### src/rtl/sram_seq_ctrl.sv
// ---------------------------------------------------------------------------
// sram_seq_ctrl
//
// Command sequencer that sits in front of the 4-block compute SRAM macro.
// The host hands over one command at a time (write word, read word, compute).
// The controller drives the macro with a single-cycle registered strobe,
// waits a fixed latency, then returns the read word or the compute sum on a
// valid/ready response channel.
//
// Ports:
//   clk, reset               clock, asynchronous active-high reset
//   cmd_valid / cmd_ready    command handshake (ready only while idle)
//   cmd_op                   00 write, 01 read, 10 compute, 11 illegal
//   cmd_addr/data/in         command payload
//   rsp_valid / rsp_ready    response handshake
//   rsp_data / rsp_err       zero-extended read word or compute sum; error flag
//   sram_addr/data/in        macro address/data/input vector (held)
//   sram_wen/ren/comp_en     macro strobes (one-cycle pulses)
//   sram_out / sram_sum      macro read data / compute sum
//
// Optional build macro SRAM_SEQ_CTRL_STATS_EN adds the saturating 16-bit
// issue counters stat_wr, stat_rd, stat_cmp and stat_err.
// ---------------------------------------------------------------------------
module sram_seq_ctrl #(
    parameter int ADDR_W  = 6,
    parameter int DATA_W  = 16,
    parameter int IN_W    = 64,
    parameter int SUM_W   = 72,
    parameter int RD_LAT  = 1,
    parameter int CMP_LAT = 2
) (
    input  logic              clk,
    input  logic              reset,
    input  logic              cmd_valid,
    output logic              cmd_ready,
    input  logic [1:0]        cmd_op,
    input  logic [ADDR_W-1:0] cmd_addr,
    input  logic [DATA_W-1:0] cmd_data,
    input  logic [IN_W-1:0]   cmd_in,
    output logic              rsp_valid,
    input  logic              rsp_ready,
    output logic [SUM_W-1:0]  rsp_data,
    output logic              rsp_err,
`ifdef SRAM_SEQ_CTRL_STATS_EN
    output logic [15:0]       stat_wr,
    output logic [15:0]       stat_rd,
    output logic [15:0]       stat_cmp,
    output logic [15:0]       stat_err,
`endif
    output logic [ADDR_W-1:0] sram_addr,
    output logic [DATA_W-1:0] sram_data,
    output logic [IN_W-1:0]   sram_in,
    output logic              sram_wen,
    output logic              sram_ren,
    output logic              sram_comp_en,
    input  logic [DATA_W-1:0] sram_out,
    input  logic [SUM_W-1:0]  sram_sum
);

    typedef enum logic [1:0] {
        IDLE  = 2'd0,
        ISSUE = 2'd1,
        WAIT  = 2'd2,
        RESP  = 2'd3
    } state_t;

    typedef enum logic [1:0] {
        OP_WR  = 2'b00,
        OP_RD  = 2'b01,
        OP_CMP = 2'b10,
        OP_ILL = 2'b11
    } op_t;

    localparam logic [3:0] RD_CNT  = 4'(RD_LAT);
    localparam logic [3:0] CMP_CNT = 4'(CMP_LAT);

    state_t     state;
    op_t        op_q;
    logic [3:0] cnt;

    // Commands are only taken while idle. Gating with reset keeps the
    // handshake closed for as long as reset is held.
    assign cmd_ready = (state == IDLE) && !reset;

    // Main sequencer. Strobes are set on the accepting edge so they are high
    // exactly for the single ISSUE cycle and are cleared on every other edge,
    // which guarantees no repeats during WAIT or response backpressure.
    // The WAIT counter is loaded with the latency and the result is captured
    // on the edge where it reads 1, i.e. exactly LAT cycles after the strobe.
    always_ff @(posedge clk or posedge reset) begin
        if (reset) begin
            state        <= IDLE;
            op_q         <= OP_WR;
            cnt          <= 4'd0;
            sram_addr    <= '0;
            sram_data    <= '0;
            sram_in      <= '0;
            sram_wen     <= 1'b0;
            sram_ren     <= 1'b0;
            sram_comp_en <= 1'b0;
            rsp_valid    <= 1'b0;
            rsp_data     <= '0;
            rsp_err      <= 1'b0;
        end else begin
            sram_wen     <= 1'b0;
            sram_ren     <= 1'b0;
            sram_comp_en <= 1'b0;
            case (state)
                IDLE: begin
                    if (cmd_valid) begin
                        op_q         <= op_t'(cmd_op);
                        sram_addr    <= cmd_addr;
                        sram_data    <= cmd_data;
                        sram_in      <= cmd_in;
                        sram_wen     <= (cmd_op == OP_WR);
                        sram_ren     <= (cmd_op == OP_RD);
                        sram_comp_en <= (cmd_op == OP_CMP);
                        state        <= ISSUE;
                    end
                end
                ISSUE: begin
                    case (op_q)
                        OP_WR: begin
                            state <= IDLE;
                        end
                        OP_RD: begin
                            cnt   <= RD_CNT;
                            state <= WAIT;
                        end
                        OP_CMP: begin
                            cnt   <= CMP_CNT;
                            state <= WAIT;
                        end
                        default: begin
                            rsp_data  <= '0;
                            rsp_err   <= 1'b1;
                            rsp_valid <= 1'b1;
                            state     <= RESP;
                        end
                    endcase
                end
                WAIT: begin
                    if (cnt == 4'd1) begin
                        if (op_q == OP_CMP) begin
                            rsp_data <= sram_sum;
                        end else begin
                            rsp_data <= {{(SUM_W-DATA_W){1'b0}}, sram_out};
                        end
                        rsp_err   <= 1'b0;
                        rsp_valid <= 1'b1;
                        cnt       <= 4'd0;
                        state     <= RESP;
                    end else begin
                        cnt <= cnt - 4'd1;
                    end
                end
                RESP: begin
                    if (rsp_ready) begin
                        rsp_valid <= 1'b0;
                        state     <= IDLE;
                    end
                end
                default: begin
                    state <= IDLE;
                end
            endcase
        end
    end

`ifdef SRAM_SEQ_CTRL_STATS_EN
    // Per-op issue counters. Each op spends exactly one cycle in ISSUE, so
    // counting there counts each accepted command once. Counters stick at
    // all-ones instead of wrapping.
    always_ff @(posedge clk or posedge reset) begin
        if (reset) begin
            stat_wr  <= 16'd0;
            stat_rd  <= 16'd0;
            stat_cmp <= 16'd0;
            stat_err <= 16'd0;
        end else if (state == ISSUE) begin
            case (op_q)
                OP_WR:   if (stat_wr  != 16'hFFFF) stat_wr  <= stat_wr  + 16'd1;
                OP_RD:   if (stat_rd  != 16'hFFFF) stat_rd  <= stat_rd  + 16'd1;
                OP_CMP:  if (stat_cmp != 16'hFFFF) stat_cmp <= stat_cmp + 16'd1;
                default: if (stat_err != 16'hFFFF) stat_err <= stat_err + 16'd1;
            endcase
        end
    end
`endif

endmodule

### config.mk
export PLATFORM = sky130hd
export DESIGN_NAME = sram_seq_ctrl
export DESIGN_NICKNAME = d
export VERILOG_FILES = /design/src/rtl/sram_seq_ctrl.sv
export SDC_FILE = /design/constraint.sdc
export NUM_CORES = 1
export LEC_CHECK = 0
export CORE_ASPECT_RATIO = 0.75
export CORE_MARGIN = 2
export CORE_UTILIZATION = 25
export DETAILED_ROUTE_END_ITERATION = 8
export GPL_TIMING_DRIVEN = 0
export PLACE_DENSITY = 0.66
export SLEW_MARGIN = 15
export SYNTH_ARGS = -nofsm -noshare
export SYNTH_HDL_FRONTEND = slang
export SYNTH_SLANG_ARGS = --single-unit
### constraint.sdc
create_clock -name clk -period 6.6 [get_ports clk]
set_input_delay 1.65 -clock clk [delete_from_list [all_inputs] [get_ports clk]]
set_output_delay 1.65 -clock clk [all_outputs]
set_load 0.05 [all_outputs]
==> flow_metrics.py, run 1 <==
metrics = {
    "final_layout": {
        "final_layout_fill_cell_count": 2802,
        "final_cell_mix": "sky130_fd_sc_hd__clkdlybuf4s50_1 (343), sky130_fd_sc_hd__dfrtp_1 (171), sky130_fd_sc_hd__mux2_2 (86)",
        "layout.area.seq_mm2": 0.00428,
        "stdcell_area_mm2": 0.0119,
        "final_std_cells_w_o_fill": 1350,
        "final_common_cell": "sky130_fd_sc_hd__clkdlybuf4s50_1",
        "multi_input_area_mm2": 0.00271,
        "antennaDiodeCount": 0,
        "layout-area-overhead-vs-synth_pct": 62.5,
        "post_route_cells_drive_above_1_share_pct": 22.1,
        "finalNetCount": 1130,
        "postLayoutCoreUtil_pct": 41.2,
    },
    "pwr": {
        "total_leakage_power_nw": 4.85,
        "p_total_mw": 6.82,
        "irDropWorstVdd_mv": 0.282,
        "power.density_mw_per_mm2": 571,
    },
    "sta": {
        "final_min_period_over_clock_period_pct": 74.7,
        "max-slew-margin-rel_pct": 59.9,
        "finalCriticalPeriod_ns": 4.93,
        "worst_hold_slack_ns": 0.501,
        "maximum_achievable_frequency_ghz": 0.203,
        "tightest_slew_ns": 0.599,
        "setup_viol": 0,
        "report.final.hold_viol_count": 0,
        "total_negative_slack_for_setup_checks_ns": 0,
        "timing.final.ws_setup_ns": 1.67,
        "grt_setup_unrepaired": "no",
        "finClkSkew_ns": 0.0105,
        "timing_max_transition_violations_final": 0,
    },
    "global_routing": {
        "first_global_vias": 6543,
        "grt_max_degree": 64,
        "gr-total-overflow": 0,
        "wire_length_of_the_first_global_routing_pass_mm": 37.8,
        "global_route.usage.total_pct": 15.9,
        "number_of_antenna_violations_at_the_first_check_in_global_routing": 0,
    },
    "synthesis": {
        "synthDistinctLibCells": 39,
        "synth-warning-count": 0,
        "synthesis.instances": 581,
        "nets_in_the_synthesized_netlist": 766,
        "postSynthRegisterBits": 171,
        "avg_cell_area_syn_um2": 12.6,
        "netlist.area_leader.share_pct": 58.3,
        "synth_area_leader_cell": "sky130_fd_sc_hd__dfrtp_1",
        "ys_top_cells_by_area": "sky130_fd_sc_hd__dfrtp_1 (58%), sky130_fd_sc_hd__mux2_2 (13%), sky130_fd_sc_hd__nand4_1 (4.8%)",
        "synth_area_mm2": 0.00735,
        "seq_area_frac_synth_pct": 58.3,
    },
    "clocking": {
        "cts_tree": "built",
        "cts_resized": 0,
        "clock_net_sink_count": 171,
        "ctsRootBufferMaster": "sky130_fd_sc_hd__clkbuf_16",
        "cts.hold.buffers_added": 0,
        "clk_pin_slew_worst_paths_ns": 0.07,
        "worst_skew_pair.late_latency_ns": 0.43,
        "htree_levels": 4,
        "postCtsSetupBuffers": 0,
        "cts_buffers": 17,
        "ctsLongestPathBuffers": 2,
    },
    "status": {
        "run_status": "completed",
    },
    "drt": {
        "antenna_left": 0,
        "route.detailed.wl_per_inst_um": 17.6,
        "count_of_unresolved_drc_violations_after_routing": 0,
        "viasPerCell": 4.49,
        "detailedRoute.firstIterationViolations": 243,
        "router_iterations_before_antenna_repair": 4,
        "route.final.wire_length_mm": 23.8,
        "total_via_count_in_the_routed_design": 6063,
    },
    "placed_design": {
        "placed_area_mm2": 0.0113,
        "routability_congestion_estimate_from_global_placement": 0.817,
        "post-dp-hpwl_mm": 17.7,
        "io_buffers": 343,
        "dp_worst_slack_ns": 1.61,
        "place_inst": 1318,
    },
    "worst_setup_path": {
        "rr_worst_depth": 7,
        "critical_path_peak_fanout": 2,
        "worst_setup_path_start_kind": "primary input",
        "reg2reg_to": "rsp_data[23]",
        "critical_path_arrival_ns": 3.28,
        "reg2reg_setup_slack_ns": 4.47,
        "regToRegStartpoint": "cnt[1]",
        "worst_ep_required_time_ns": 4.95,
        "critPathKind": "primary input to primary output",
        "timing.critical_path.to_type": "primary output",
    },
    "die": {
        "initial_core_util_pct": 25.3,
        "die_area_mm2": 0.0308,
        "dieHeight_um": 152,
        "core.rowCount": 54,
        "top_level_ports": 344,
        "fp.coreArea_mm2": 0.0290,
        "floorplan.die.width_um": 202,
    },
    "worst_hold_path": {
        "min-delay-start": "rsp_data[0]",
        "kind_of_path_behind_the_tightest_hold_check": "flip-flop to flip-flop",
        "min_path_cells": 1,
        "min_delay_worst_endpoint": "rsp_data[0]",
    },
    "job": {
        "max-cap-violations": 0,
    },
}
cells in the mapped netlist:
| master | number |
|---|---|
| sky130_fd_sc_hd__a211oi_1 | 2 |
| sky130_fd_sc_hd__a21o_1 | 1 |
| sky130_fd_sc_hd__a31o_1 | 5 |
| sky130_fd_sc_hd__a31o_2 | 11 |
| sky130_fd_sc_hd__a31oi_1 | 1 |
| sky130_fd_sc_hd__and3b_1 | 3 |
| sky130_fd_sc_hd__buf_1 | 3 |
| sky130_fd_sc_hd__buf_12 | 4 |
| sky130_fd_sc_hd__buf_2 | 20 |
| sky130_fd_sc_hd__buf_4 | 8 |
| sky130_fd_sc_hd__buf_6 | 3 |
| sky130_fd_sc_hd__clkbuf_1 | 13 |
| sky130_fd_sc_hd__clkbuf_2 | 1 |
| sky130_fd_sc_hd__dfrtp_1 | 171 |
| sky130_fd_sc_hd__ha_1 | 5 |
| sky130_fd_sc_hd__inv_1 | 5 |
| sky130_fd_sc_hd__mux2_2 | 86 |
| sky130_fd_sc_hd__mux2i_1 | 16 |
| sky130_fd_sc_hd__nand2_1 | 68 |
| sky130_fd_sc_hd__nand2b_1 | 3 |
| sky130_fd_sc_hd__nand3_1 | 2 |
| sky130_fd_sc_hd__nand3b_1 | 2 |
| sky130_fd_sc_hd__nand4_1 | 56 |
| sky130_fd_sc_hd__nand4b_1 | 1 |
| sky130_fd_sc_hd__nor2_8 | 1 |
| sky130_fd_sc_hd__nor2b_1 | 1 |
| sky130_fd_sc_hd__nor3_1 | 17 |
| sky130_fd_sc_hd__nor3b_1 | 1 |
| sky130_fd_sc_hd__nor3b_2 | 2 |
| sky130_fd_sc_hd__nor4_1 | 1 |
| sky130_fd_sc_hd__o211ai_1 | 1 |
| sky130_fd_sc_hd__o21ai_0 | 21 |
| sky130_fd_sc_hd__o21ai_2 | 40 |
| sky130_fd_sc_hd__o221a_2 | 1 |
| sky130_fd_sc_hd__o221ai_1 | 1 |
| sky130_fd_sc_hd__o31a_1 | 1 |
| sky130_fd_sc_hd__o31ai_1 | 1 |
| sky130_fd_sc_hd__or3_1 | 1 |
| sky130_fd_sc_hd__or3b_1 | 1 |
power by group:
group	internal [mW]	leakage [nW]	switching, mW	total (mW)
sequential	1.52	2.15	0.258	1.78
clock	0.592	0.286	0.452	1.04
combinational	1.42	2.41	2.58	3.99
total	3.53	4.85	3.29	6.82
how the worst max path moves through the flow:
stage           from          end  slack, ns
3_5_place_dp   reset    cmd_ready       1.61
2_1_floorplan  reset    async pin       0.32
3_3_place_gp   reset  sram_in[36]      -2.41
5_1_grt        reset    cmd_ready       1.54
4_1_cts        reset    cmd_ready       1.60
6_report       reset    cmd_ready       1.67
state kept, by name, summed over array words and instances (netlist names), named ones only:
register and flops:
rsp_valid 1, sram_wen 1, rsp_err 1, sram_addr 6
sram_data 16, sram_ren 1, sram_in 64, rsp_data 72
state 1, sram_comp_en 1, cnt 4, op_q 2
critical path, stage by stage:
cell	delay [ns]
sky130_fd_sc_hd__clkdlybuf4s50_1	0.51
sky130_fd_sc_hd__nor3_1	0.23
sky130_fd_sc_hd__clkdlybuf4s50_1	0.89
cell type report:
cell class                 instances  area share (%)
buffer                            52            2.84
clock buffer                      20            3.91
clock inverter                    12            1.13
inverter                           5           0.220
multi-input combinational        353            22.7
sequential                       171            35.9
tap                              392            4.11
timing repair buffer             345            29.2
routing by layer:
metal,wire length (um),vias to the layer above,track usage (%)
met2,11000,213,25.1
met3,1840,21,5.54
met4,366,0,4.94
met5,0,-,0
li1,-,2830,-
met1,10600,2999,20.4
cells by family after synthesis:
kind of cell / after synthesis / share of synthesized area (%)
compound gates: 86 / 9.10
fa+ha+maj: 5 / 0.852
buf+inv: 57 / 4.87
flops: 171 / 58.3
mux: 102 / 15.4
simple gates: 160 / 11.6
Note: power is estimated with default switching activity, not from simulation.
==> inputs of run 2 (changes only) <==
--- a/config.mk
+++ b/config.mk
@@ -10,7 +10,7 @@
 export CORE_UTILIZATION = 25
 export DETAILED_ROUTE_END_ITERATION = 8
 export GPL_TIMING_DRIVEN = 0
-export PLACE_DENSITY = 0.66
+export PLACE_DENSITY = 0.64
 export SLEW_MARGIN = 15
 export SYNTH_ARGS = -nofsm -noshare
 export SYNTH_HDL_FRONTEND = slang
==> constraint.sdc (replaced) <==
create_clock -name clk -period 5 [get_ports clk]
set_input_delay 1.25 -clock clk [delete_from_list [all_inputs] [get_ports clk]]
set_output_delay 1.25 -clock clk [all_outputs]
set_load 0.05 [all_outputs]
==> run 2 against run 1 <==
Cell area grew 0.49%. Sequential cell count unchanged. First-iteration DRC count fell by 2.1%. Cell count is 0.44% higher. Via count grew 1.3%. Combinational power grew 33%. Core utilization grew 0.20 points. Power is 32% higher. Worst hold slack improved by 0.0031 ns. Count of clock-buffer cells in the layout stayed put. Critical path type unchanged. Critical endpoint unchanged. Largest cell class unchanged. Highest routed layer unchanged.
==> flow_metrics.py, run 2 (synthesized netlist as in run 1, its figures left out) <==
metrics = {
    "clocking": {
        "postCtsSetupBuffers": 0,
        "cts.hold.buffers_added": 0,
        "htree_levels": 4,
        "clock_net_sink_count": 171,
        "cts_resized": 0,
        "ctsLongestPathBuffers": 2,
        "ctsRootBufferMaster": "sky130_fd_sc_hd__clkbuf_16",
        "clk_pin_slew_worst_paths_ns": 0.06,
        "worst_skew_pair.late_latency_ns": 0.43,
        "cts_tree": "built",
        "cts_buffers": 17,
    },
    "worst_hold_path": {
        "min-delay-start": "sram_in[10]",
        "min_path_cells": 1,
        "kind_of_path_behind_the_tightest_hold_check": "flip-flop to flip-flop",
    },
    "global_routing": {
        "gr-total-overflow": 0,
        "wire_length_of_the_first_global_routing_pass_mm": 38.0,
        "grt_max_degree": 30,
        "first_global_vias": 6576,
        "number_of_antenna_violations_at_the_first_check_in_global_routing": 1,
        "global_route.usage.total_pct": 15.9,
    },
    "placed_design": {
        "dp_worst_slack_ns": 0.920,
        "post-dp-hpwl_mm": 18.2,
        "place_inst": 1322,
        "io_buffers": 343,
        "routability_congestion_estimate_from_global_placement": 0.804,
        "placed_area_mm2": 0.0114,
    },
    "final_layout": {
        "layout-area-overhead-vs-synth_pct": 63.3,
        "final_std_cells_w_o_fill": 1356,
        "postLayoutCoreUtil_pct": 41.4,
        "largest_register_ffs": 72,
        "stdcell_area_mm2": 0.0120,
        "final_layout_fill_cell_count": 2746,
        "final_cell_mix": "sky130_fd_sc_hd__clkdlybuf4s50_1 (343), sky130_fd_sc_hd__dfrtp_1 (171), sky130_fd_sc_hd__mux2_2 (86)",
        "finalNetCount": 1134,
        "final_common_cell": "sky130_fd_sc_hd__clkdlybuf4s50_1",
        "post_route_cells_drive_above_1_share_pct": 22.3,
        "registers_with_the_most_flip_flops": "rsp_data: 72 flops, sram_in: 64 flops, sram_data: 16 flops",
        "biggest_register": "rsp_data",
    },
    "die": {
        "die_area_mm2": 0.0308,
        "core.rowCount": 54,
        "fp.coreArea_mm2": 0.0290,
        "initial_core_util_pct": 25.3,
        "top_level_ports": 344,
        "floorplan.die.width_um": 202,
        "dieHeight_um": 152,
    },
    "pwr": {
        "seq_power_share_pct": 26.2,
        "combinationalPowerShare_pct": 58.6,
        "share_clk_of_total_power_pct": 15.2,
        "p_int_mw": 4.66,
        "switchingPower_mw": 4.36,
        "power.density_mw_per_mm2": 752,
        "irDropWorstVdd_mv": 0.399,
        "total_leakage_power_nw": 4.88,
        "p_sw_share_pct": 48.4,
    },
    "sta": {
        "final_min_period_over_clock_period_pct": 81.3,
        "report.final.hold_viol_count": 0,
        "timing_max_transition_violations_final": 0,
        "finClkSkew_ns": 0.0100,
        "timing.final.ws_setup_ns": 0.934,
        "finalCriticalPeriod_ns": 4.07,
        "setup_viol": 0,
        "max-slew-margin-rel_pct": 57.2,
        "tightest_slew_ns": 0.642,
        "maximum_achievable_frequency_ghz": 0.246,
        "grt_setup_unrepaired": "no",
    },
    "worst_setup_path": {
        "critical_path_peak_fanout": 2,
        "critical_path_arrival_ns": 2.82,
        "worst_ep_required_time_ns": 3.75,
        "worst_setup_path_start_kind": "primary input",
        "critPathKind": "primary input to primary output",
        "rr_worst_depth": 7,
        "critPathLaunch": "reset",
        "timing.critical_path.to_type": "primary output",
        "regToRegStartpoint": "op_q[0]",
    },
    "job": {
        "max-cap-violations": 0,
    },
    "drt": {
        "total_via_count_in_the_routed_design": 6142,
        "viasPerCell": 4.53,
        "router_iterations_before_antenna_repair": 4,
        "route.final.wire_length_mm": 24.2,
        "count_of_unresolved_drc_violations_after_routing": 0,
        "detailedRoute.firstIterationViolations": 238,
        "antenna_left": 0,
        "route.detailed.wl_per_inst_um": 17.8,
    },
    "status": {
        "run_status": "completed",
    },
}
-- run 2: through the flow --
stage	hold slack (ns)	power, mW	setup TNS [ns]
floorplan	0.518	5.83	0
global placement	0.481	7.66	-19.58
detailed placement	0.494	7.72	0
CTS	0.509	9.13	0
global route	0.526	9.47	0
finish	0.505	9.02	0
-- run 2: metal layers --
| metal | routed length, um | track usage [%] |
|---|---|---|
| met5 | 0 | 0 |
| met4 | 497 | 5.39 |
| met3 | 1990 | 5.84 |
| met2 | 11200 | 25.7 |
| met1 | 10500 | 19.7 |
-- run 2: area by class of cell --
type / count / area, um2 / share of cell area (%)
diodes: 2 / 5.00 / 0.0417
plain buffers: 52 / 339 / 2.83
clock buffers: 20 / 457 / 3.81
clock inverters: 12 / 138 / 1.15
inverters: 5 / 22.5 / 0.188
multi-input cells: 353 / 2710 / 22.6
flip-flops and latches: 171 / 4280 / 35.7
well taps: 392 / 490 / 4.09
repair buffers: 349 / 3550 / 29.6
-- run 2: critical path: stages --
cell	delay, ns
sky130_fd_sc_hd__clkdlybuf4s50_1	0.48
sky130_fd_sc_hd__nor3_1	0.20
sky130_fd_sc_hd__clkdlybuf4s50_1	0.88
-- run 2: path summary, 6_finish.rpt --
| kind | slack [ns] | endpoint |
|---|---|---|
| worst min-delay path | 0.50 | sram_in[10] |
| min in group asynchronous | 1.26 | sram_addr[3] |
| worst min register to register | 0.50 | sram_in[10] |
| max in group asynchronous | 2.82 | sram_in[43] |
| worst max-delay path | 0.93 | cmd_ready |
| worst max register to register | 2.80 | rsp_data[69] |
-- run 2: power by group through the flow --
stage | clock network [mW] | logic, mW | registers, mW
after detailed placement | 0 | 5.33 | 2.39
after global routing | 1.47 | 5.55 | 2.45
after floorplan | 0 | 1.39 | 4.44
final | 1.37 | 5.29 | 2.36
after CTS | 1.42 | 5.34 | 2.37
after global placement | 0 | 5.30 | 2.36
==> inputs of run 3 (changes only) <==
--- a/config.mk
+++ b/config.mk
@@ -10,7 +10,7 @@
 export CORE_UTILIZATION = 25
 export DETAILED_ROUTE_END_ITERATION = 8
 export GPL_TIMING_DRIVEN = 0
-export PLACE_DENSITY = 0.64
+export PLACE_DENSITY = 0.66
 export SLEW_MARGIN = 15
 export SYNTH_ARGS = -nofsm -noshare
 export SYNTH_HDL_FRONTEND = slang
==> constraint.sdc (replaced) <==
create_clock -name clk -period 3.4 [get_ports clk]
set_input_delay 0.85 -clock clk [delete_from_list [all_inputs] [get_ports clk]]
set_output_delay 0.85 -clock clk [all_outputs]
set_load 0.05 [all_outputs]
==> run 3 against run 2 <==
Via count shrank 1.1%. Wire length shrank 2.5%. Register-to-register slack lost 1.6 ns. Largest cell class unchanged. Setup slack lost 0.72 ns. Critical path type unchanged. Critical path depth is the same. Clock skew shrank 0.0023 ns. Sequential power grew 46%.
==> flow_metrics.py, run 3 (synthesized netlist as in run 1, its figures left out) <==
metrics = {
    "status": {
        "run_status": "completed",
    },
    "clocking": {
        "ctsRootBufferMaster": "sky130_fd_sc_hd__clkbuf_16",
        "postCtsSetupBuffers": 0,
        "cts_tree": "built",
        "cts_buffers": 17,
        "clock_net_sink_count": 171,
        "ctsLongestPathBuffers": 2,
        "clk_pin_slew_worst_paths_ns": 0.08,
        "htree_levels": 4,
        "cts.hold.buffers_added": 0,
        "worst_skew_pair.late_latency_ns": 0.43,
        "cts_resized": 0,
    },
    "pwr": {
        "power.density_mw_per_mm2": 1100,
        "total_leakage_power_nw": 4.87,
        "p_sw_share_pct": 49.0,
        "share_clk_of_total_power_pct": 14.8,
        "seq_power_share_pct": 26.3,
        "combinationalPowerShare_pct": 59.0,
        "switchingPower_mw": 6.45,
        "irDropWorstVdd_mv": 0.575,
        "p_int_mw": 6.70,
    },
    "die": {
        "top_level_ports": 344,
        "initial_core_util_pct": 25.3,
        "die_area_mm2": 0.0308,
        "core.rowCount": 54,
        "floorplan.die.width_um": 202,
        "fp.coreArea_mm2": 0.0290,
        "dieHeight_um": 152,
    },
    "drt": {
        "antenna_left": 0,
        "total_via_count_in_the_routed_design": 6073,
        "router_iterations_before_antenna_repair": 5,
        "viasPerCell": 4.49,
        "detailedRoute.firstIterationViolations": 236,
        "count_of_unresolved_drc_violations_after_routing": 0,
        "route.final.wire_length_mm": 23.6,
        "route.detailed.wl_per_inst_um": 17.4,
    },
    "placed_design": {
        "routability_congestion_estimate_from_global_placement": 0.795,
        "post-dp-hpwl_mm": 17.9,
        "io_buffers": 343,
        "placed_area_mm2": 0.0114,
    },
    "final_layout": {
        "finalNetCount": 1134,
        "layout-area-overhead-vs-synth_pct": 63.0,
        "registers_with_the_most_flip_flops": "rsp_data: 72 flops, sram_in: 64 flops, sram_data: 16 flops",
        "final_common_cell": "sky130_fd_sc_hd__clkdlybuf4s50_1",
        "biggest_register": "rsp_data",
        "stdcell_area_mm2": 0.0120,
        "largest_register_ffs": 72,
        "post_route_cells_drive_above_1_share_pct": 22.5,
        "antennaDiodeCount": 0,
        "final_cell_mix": "sky130_fd_sc_hd__clkdlybuf4s50_1 (343), sky130_fd_sc_hd__dfrtp_1 (171), sky130_fd_sc_hd__mux2_2 (86)",
    },
    "global_routing": {
        "grt_max_degree": 35,
        "wire_length_of_the_first_global_routing_pass_mm": 37.4,
        "first_global_vias": 6480,
        "number_of_antenna_violations_at_the_first_check_in_global_routing": 0,
        "grt_util_met2_pct": 25.0,
        "global_route.usage.total_pct": 15.6,
        "grt_met3_use_pct": 6.14,
        "use_met1_pct": 19.6,
        "gr-total-overflow": 0,
        "grt_most_used_layer": "met2",
    },
    "sta": {
        "setup_viol": 0,
        "report.final.hold_viol_count": 0,
        "maximum_achievable_frequency_ghz": 0.314,
        "final_min_period_over_clock_period_pct": 93.7,
        "worst_hold_slack_ns": 0.498,
        "max-slew-margin-rel_pct": 60.6,
        "finalCriticalPeriod_ns": 3.19,
        "timing_max_transition_violations_final": 0,
        "tightest_slew_ns": 0.589,
        "finClkSkew_ns": 0.00769,
        "grt_setup_unrepaired": "no",
    },
    "worst_setup_path": {
        "critical_path_arrival_ns": 2.34,
        "critPathKind": "primary input to primary output",
        "worst_ep_required_time_ns": 2.55,
        "regToRegStartpoint": "op_q[0]",
        "critical_path_peak_fanout": 2,
        "worst_setup_path_start_kind": "primary input",
        "timing.critical_path.to_type": "primary output",
        "critPathLaunch": "reset",
    },
    "worst_hold_path": {
        "min-delay-start": "rsp_valid",
        "kind_of_path_behind_the_tightest_hold_check": "flip-flop to flip-flop",
    },
    "job": {
        "max-cap-violations": 0,
    },
}
run 3: final timing paths:
| check | endpoint | cells after the start | slack [ns] |
|---|---|---|---|
| min in group asynchronous | rsp_data[3] | 3 | 0.83 |
| worst max register to register | rsp_data[19] | 7 | 1.21 |
| worst min register to register | rsp_valid | 2 | 0.50 |
| worst min-delay path | rsp_valid | 2 | 0.50 |
| max in group asynchronous | sram_in[53] | 5 | 1.88 |
| worst max-delay path | cmd_ready | 3 | 0.21 |
run 3: cell type report:
cell class	count	area, um2
plain buffers	52	339
clock buffers	17	425
clock inverters	15	149
fillers	2770	17000
inverters	5	22.5
multi-input cells	353	2710
flip-flops and latches	171	4280
well taps	392	490
repair buffers	349	3560
run 3: stage by stage:
step | util, % | std cells | power, mW | setup TNS [ns] | worst slack (ns)
final | 41.3 | 1354 | 13.1 | 0 | 0.215
after global routing | 41.3 | 1354 | 13.8 | 0 | 0.0852
after CTS | 41.3 | 1354 | 13.3 | 0 | 0.178
after detailed placement | 39.3 | 1322 | 11.3 | 0 | 0.189
after global placement | 38.9 | 1316 | 11.2 | -222.41 | -1.32
after floorplan | - | 581 | 8.57 | 0 | 0.367
run 3: layer usage:
| metal | wire [um] | vias up |
|---|---|---|
| li1 | - | 2841 |
| met1 | 10000 | 2972 |
| met2 | 10900 | 235 |
| met3 | 2240 | 25 |
| met4 | 383 | 0 |
| met5 | 0 | - |
run 3: worst max-delay path: stages:
cell	delay, ns
sky130_fd_sc_hd__clkdlybuf4s50_1	0.46
sky130_fd_sc_hd__nor3_1	0.15
sky130_fd_sc_hd__clkdlybuf4s50_1	0.87
run 3: power groups by stage:
stage                     sequential (mW)  combinational (mW)  clock [mW]
after floorplan                      6.53                2.04           0
after global placement               3.46                7.75           0
after detailed placement             3.50                7.81           0
after CTS                            3.47                7.83        2.02
after global routing                 3.59                8.16        2.09
final                                3.45                7.75        1.94
